$ cat src/rtl/wb_arbiter_pkg.sv
// rtl/wb_arbiter_pkg.sv - shared widths, defaults and buffer-entry layout for the writeback arbiter
package wb_arbiter_pkg;

  localparam int IDX_W           = 5;
  localparam int DATA_W          = 32;
  localparam int WB_DEPTH        = 2;
  localparam int WB_STARVE_LIMIT = 4;

  typedef struct packed {
    logic              valid;
    logic [IDX_W-1:0]  idx;
    logic [DATA_W-1:0] data;
  } wb_entry_t;

endpackage

$ cat src/rtl/wb_fifo.sv
// rtl/wb_fifo.sv - ordered secondary writeback buffer with per-entry valid clear on idx match
module wb_fifo
  import wb_arbiter_pkg::*;
#(
  parameter int DEPTH = WB_DEPTH
) (
  input  logic             clk,
  input  logic             rst,
  input  logic             push,
  input  wb_entry_t        push_entry,
  input  logic             pop,
  input  logic             kill_en,
  input  logic [IDX_W-1:0] kill_idx,
  output wb_entry_t        head,
  output logic             empty,
  output logic             full
);

  localparam int PTR_W = $clog2(DEPTH);
  localparam int CNT_W = $clog2(DEPTH + 1);

  wb_entry_t        mem [DEPTH];
  logic [PTR_W-1:0] rd_ptr;
  logic [PTR_W-1:0] wr_ptr;
  logic [CNT_W-1:0] count;

  always_ff @(posedge clk) begin
    if (rst) begin
      rd_ptr <= '0;
      wr_ptr <= '0;
      count  <= '0;
      for (int i = 0; i < DEPTH; i++) begin
        mem[i].valid <= 1'b0;
      end
    end else begin
      // A younger primary write to the same register makes buffered results stale.
      for (int i = 0; i < DEPTH; i++) begin
        if (kill_en && mem[i].valid && (mem[i].idx == kill_idx)) begin
          mem[i].valid <= 1'b0;
        end
      end
      if (push) begin
        mem[wr_ptr] <= push_entry;
        wr_ptr      <= wr_ptr + 1'b1;
      end
      if (pop) begin
        rd_ptr <= rd_ptr + 1'b1;
      end
      case ({push, pop})
        2'b10:   count <= count + 1'b1;
        2'b01:   count <= count - 1'b1;
        default: count <= count;
      endcase
    end
  end

  assign head  = mem[rd_ptr];
  assign empty = (count == '0);
  assign full  = (count == CNT_W'(DEPTH));

endmodule

$ cat src/rtl/wb_arbiter.sv
// rtl/wb_arbiter.sv - shares the register-file write port between the pipeline and a buffered secondary source
module wb_arbiter
  import wb_arbiter_pkg::*;
#(
  parameter int DEPTH        = WB_DEPTH,
  parameter int STARVE_LIMIT = WB_STARVE_LIMIT
) (
  input  logic              clk_in,
  input  logic              rst_in,
  input  logic              priE_in,
  input  logic [IDX_W-1:0]  priIdx_in,
  input  logic [DATA_W-1:0] priData_in,
  input  logic              secValid_in,
  input  logic [IDX_W-1:0]  secIdx_in,
  input  logic [DATA_W-1:0] secData_in,
  output logic              secReady_out,
  output logic              writeE_out,
  output logic [IDX_W-1:0]  writeIdx_out,
  output logic [DATA_W-1:0] writeData_out,
  output logic              stallReq_out
);

  localparam logic [3:0] LIMIT = 4'(STARVE_LIMIT);

  wb_entry_t  head;
  wb_entry_t  push_entry;
  logic       empty;
  logic       full;
  logic       pri_grant;
  logic       head_valid;
  logic       pop;
  logic       push;
  logic       kill_head;
  logic [3:0] starve_cnt;

  assign pri_grant  = priE_in && (priIdx_in != '0);
  assign head_valid = !empty && head.valid;
  // Killed heads leave without a write even while the primary owns the port.
  assign pop        = !empty && (!head.valid || !pri_grant);
  assign kill_head  = pri_grant && head_valid && (head.idx == priIdx_in);

  assign secReady_out = !rst_in && !full;
  assign push         = secValid_in && secReady_out && (secIdx_in != '0)
                        && !(pri_grant && (priIdx_in == secIdx_in));
  assign push_entry   = '{valid: 1'b1, idx: secIdx_in, data: secData_in};

  wb_fifo #(.DEPTH(DEPTH)) u_fifo (
    .clk        (clk_in),
    .rst        (rst_in),
    .push       (push),
    .push_entry (push_entry),
    .pop        (pop),
    .kill_en    (pri_grant),
    .kill_idx   (priIdx_in),
    .head       (head),
    .empty      (empty),
    .full       (full)
  );

  always_comb begin
    writeE_out    = 1'b0;
    writeIdx_out  = '0;
    writeData_out = '0;
    if (!rst_in) begin
      if (pri_grant) begin
        writeE_out    = 1'b1;
        writeIdx_out  = priIdx_in;
        writeData_out = priData_in;
      end else if (head_valid) begin
        writeE_out    = 1'b1;
        writeIdx_out  = head.idx;
        writeData_out = head.data;
      end
    end
  end

  always_ff @(posedge clk_in) begin
    if (rst_in) begin
      starve_cnt   <= '0;
      stallReq_out <= 1'b0;
    end else begin
      if (!head_valid || pop || kill_head) begin
        starve_cnt <= '0;
      end else if (starve_cnt != LIMIT) begin
        starve_cnt <= starve_cnt + 1'b1;
      end
      stallReq_out <= head_valid && !pop && !kill_head && (starve_cnt == LIMIT);
    end
  end

endmodule

$ cat config.mk
export PLATFORM = sky130hd
export DESIGN_NAME = wb_arbiter
export DESIGN_NICKNAME = d
export VERILOG_FILES = /design/src/rtl/wb_arbiter_pkg.sv /design/src/rtl/wb_fifo.sv /design/src/rtl/wb_arbiter.sv
export SDC_FILE = /design/constraint.sdc
export NUM_CORES = 1
export LEC_CHECK = 0
export CAP_MARGIN = 20
export CORE_AREA = 2 2 161 84
export CTS_BUF_LIST = sky130_fd_sc_hd__clkbuf_2 sky130_fd_sc_hd__clkbuf_4 sky130_fd_sc_hd__clkbuf_8
export DETAILED_ROUTE_END_ITERATION = 8
export DIE_AREA = 0 0 163 86
export SETUP_SLACK_MARGIN = 0.3
export SYNTH_ARGS = -nofsm -noshare
export SYNTH_HDL_FRONTEND = slang
export SYNTH_SLANG_ARGS = --single-unit
$ cat constraint.sdc
create_clock -name clk_in -period 4.7 [get_ports clk_in]
set_clock_uncertainty 0.05 [all_clocks]
set_input_delay 0.94 -clock clk_in [delete_from_list [all_inputs] [get_ports clk_in]]
set_output_delay 0.94 -clock clk_in [all_outputs]
set_load 0.05 [all_outputs]
==> results of run 1 <==
## layout make-up
class	instances	area (um^2)
multi-input combinational	184	1251
clock buffer	12	146.4
clock inverter	4	47.55
tap	170	212.7
fill	1160	6785
timing repair buffer	125	1589
inverter	6	22.52
sequential	86	2464
## per-stage QoR
step	hold slack (ns)	std cells	setup slack, ns
6_report	0.4312	587	0.4449
5_1_grt	0.4675	587	0.3503
4_1_cts	0.4315	587	0.4316
3_5_place_dp	0.4177	571	0.4415
3_3_place_gp	0.4148	571	0.4142
2_1_floorplan	0.3989	295	0.5152
## power by group through the flow
| stage | clock [uW] | sequential [uW] | combinational [uW] |
|---|---|---|---|
| 6_report | 506 | 928 | 611 |
| 5_1_grt | 564 | 935 | 656 |
| 4_1_cts | 529 | 928 | 623 |
| 3_5_place_dp | 0 | 946 | 621 |
| 3_3_place_gp | 0 | 943 | 621 |
| 2_1_floorplan | 0 | 940 | 371 |
## cells by family after synthesis
family / Yosys count
AO/OA/AOI/OAI: 51
XOR/XNOR: 25
adder cells (fa/ha/maj): 3
buffers and inverters: 25
flip-flops: 86
multiplexers: 38
AND/OR/NAND/NOR: 67
## metal layers
layer / routed length, um / vias up
met2: 4772 / 42
met3: 288 / 13
met1: 3650 / 1244
met5: 0 / -
li1: - / 1308
met4: 144 / 0
## synthesized netlist by cell type, types with 2 or more instances
| library cell | instances | share of area, % |
|---|---|---|
| a21oi_1 | 5 | 0.65 |
| buf_2 | 8 | 1.0 |
| buf_6 | 5 | 1.5 |
| clkbuf_1 | 5 | 0.49 |
| dfxtp_1 | 12 | 6.2 |
| edfxtp_1 | 74 | 58 |
| ha_1 | 3 | 0.98 |
| inv_1 | 6 | 0.59 |
| mux2i_1 | 38 | 9.9 |
| nand2_1 | 37 | 3.6 |
| nand2b_1 | 2 | 0.33 |
| nand3_1 | 6 | 0.78 |
| nor2_1 | 8 | 0.78 |
| nor3_1 | 2 | 0.26 |
| nor4_1 | 6 | 0.98 |
| o21ai_0 | 9 | 1.2 |
| o21ai_1 | 29 | 3.8 |
| or3_1 | 2 | 0.33 |
| or4_1 | 2 | 0.39 |
| xnor2_1 | 15 | 3.4 |
| xor2_1 | 10 | 2.3 |
## worst register-to-register path: cells and delay by family (launching register included)
| family | cells | cell delay [ns] |
|---|---|---|
| buffers and inverters | 1 | 0.54 |
| AO/OA/AOI/OAI | 1 | 0.15 |
| flip-flops | 1 | 0.35 |
| AND/OR/NAND/NOR | 2 | 0.66 |
| multiplexers | 1 | 0.37 |
| XOR/XNOR | 1 | 0.19 |
## how the worst min path moves through the flow
stage,depth (start not counted),end,start
finish,2,u_fifo.mem[1][37],u_fifo.mem[1][37]
global route,2,u_fifo.mem[1][37],u_fifo.mem[1][37]
CTS,2,u_fifo.mem[1][37],u_fifo.mem[1][37]
detailed placement,2,u_fifo.mem[1][37],u_fifo.mem[1][37]
global placement,2,u_fifo.mem[0][37],u_fifo.mem[0][37]
floorplan,2,u_fifo.mem[0][37],u_fifo.mem[0][37]
## state kept, by name (all words and copies together), names as in the netlist, named ones only
name and cells:
u_fifo.count 2, starve_cnt 4, u_fifo.rd_ptr 1, u_fifo.mem 76
u_fifo.wr_ptr 1, stallReq_out 1
==> flow_metrics.tcl, run 1 <==
set metrics [dict create \
    status "finished, final reports clean" \
    io_buffers 117 \
    layout_common_cells "clkdlybuf4s50_1 (80), edfxtp_1 (74), mux2i_1 (38), nand2_1 (37), buf_12 (36)" \
    cts_hold_buf 0 \
    final_util_pct 45.80 \
    use_met1_pct 14.93 \
    yosys.area_share.simple_pct 7.932 \
    numCtsBuffers 9 \
    hpwl_um 6164 \
    dpl_cell_area_um2 5539 \
    busiest_layer "met2" \
    crit_path_end "writeData_out[4]" \
    grt_pass1_vias 2797 \
    critical_path_required_ns 3.71 \
    path_max_fanout 17 \
    cts_tree "done" \
    cellLeakagePower_uw 0.001935 \
    netSwitchingPower_uw 597.0 \
    ant_nets 0 \
    slew_violations 0 \
    final_common_cell "clkdlybuf4s50_1" \
    synthXorXnorAreaFrac_pct 5.689 \
    setup_viol 0 \
    period_share_pct 90.53 \
    wl_um 8855 \
    clkLatencyLatePin_ns 0.35 \
    root_buffer "clkbuf_8" \
    min_period_ns 4.255 \
    dr.pass1.iters 4 \
    critPathMaxStageDelay_ns 0.60 \
    crit_cells 7 \
    clkPwrFrac_pct 24.8 \
    drv_cap 0 \
    fp-row-count 29 \
    synth-edff-count 74 \
    ir_drop_v 0.0001666 \
    synth_top_family_by_area "multiplexers" \
    combPwrFrac_pct 29.9 \
    use_met3_pct 3.337 \
    die_h_um 86 \
    arrival_ns 3.27 \
    power_frac_seq_pct 45.4 \
    syn_to_final_growth_pct 48.96 \
    drt_iter0_markers 157 \
    synthMuxAreaShare_pct 9.883 \
    pin_count 118 \
    tns_ns 0 \
    syn_area_um2 3849 \
    syn_area_per_cell_um2 13.05 \
    fp.dieW_um 163 \
    route.detailed.drc 0 \
    p_total_uw 2045 \
    fmax_mhz 235.0 \
    worst_slew_pin_slew_ns 0.6753 \
    criticalPathCategory "in -> out" \
    cts.reportedPaths.clkPinSlew_ns 0.09 \
    dieArea_um2 14020 \
    relSlewSlack_pct 54.98 \
    fin_area_um2 5733 \
    synth_cell_type_count 32 \
    grt_first_pass_wirelength_um 13990 \
    grt-ovfl-total 0 \
    worst_setup_path_end_kind "output pin" \
    synth-compound-area-share_pct 7.770 \
    cp-startpoint "priIdx_in[0]" \
    rsz0062_at_grt "false" \
    layout-drive-gt1-share_pct 16.07 \
    wl_per_cell_um 15.09 \
    post_cts_buffers 0 \
    yosysSeqAreaShare_pct 63.98 \
    slowest_stage "or4_4" \
    vias 2607 \
    power.density_nw_per_um2 356.6 \
    ys_ff_latch 86 \
    synthCells 295 \
    r2r_end "starve_cnt[2]" \
    num_antenna_cells 0 \
    vias_per_cell 4.441 \
    path_delay_family "buffers and inverters" \
    switching_share_pct 29.20 \
    htreeDepth 3 \
    reg2reg_setup_slack_ns 2.25 \
    num-nets-final 493 \
    gp_congestion 0.7361 \
    p_int_uw 1448 \
    initial_core_util_pct 30.74 \
    path_cells "clkdlybuf4s50_1 -> or4_4 -> o21ai_4 -> nand2b_1 -> buf_4 -> o21ai_0 -> buf_12" \
    grt_max_degree 38 \
    syn-num-nets 376 \
    cts_buffer_depth 2 \
    ys.flop_type "edfxtp_1" \
    antenna_found_initial 0 \
    hold_viol_final 0 \
    coreArea_um2 12520 \
    ff2ff_path_depth 6 \
    async_flop_share_pct 0 \
    clkSinkCount 86 \
    grtUsageMet2_pct 24.35 \
    start_kind "primary input" \
    synth_warnings 0 \
    synthAdderAreaFrac_pct 0.9753 \
    grtUsageTotal_pct 13.16 \
    cp_num_buf_inv 3 \
    holdCritPathClass "reg -> reg" \
    cts_resized 0 \
]
No activity file was read; power rests on OpenSTA's default activity.
==> inputs of run 2 (changes only) <==
Settings changed: GPL_ROUTABILITY_DRIVEN from default to 0.
==> results of run 2 <==
The final DEF is identical to that of run 1; final timing and power are the same.
==> inputs of run 3 (changes only) <==
Settings changed: SKIP_CTS_REPAIR_TIMING from default to 1.
==> results of run 3 <==
The final DEF is identical to that of run 1; final timing and power are the same.
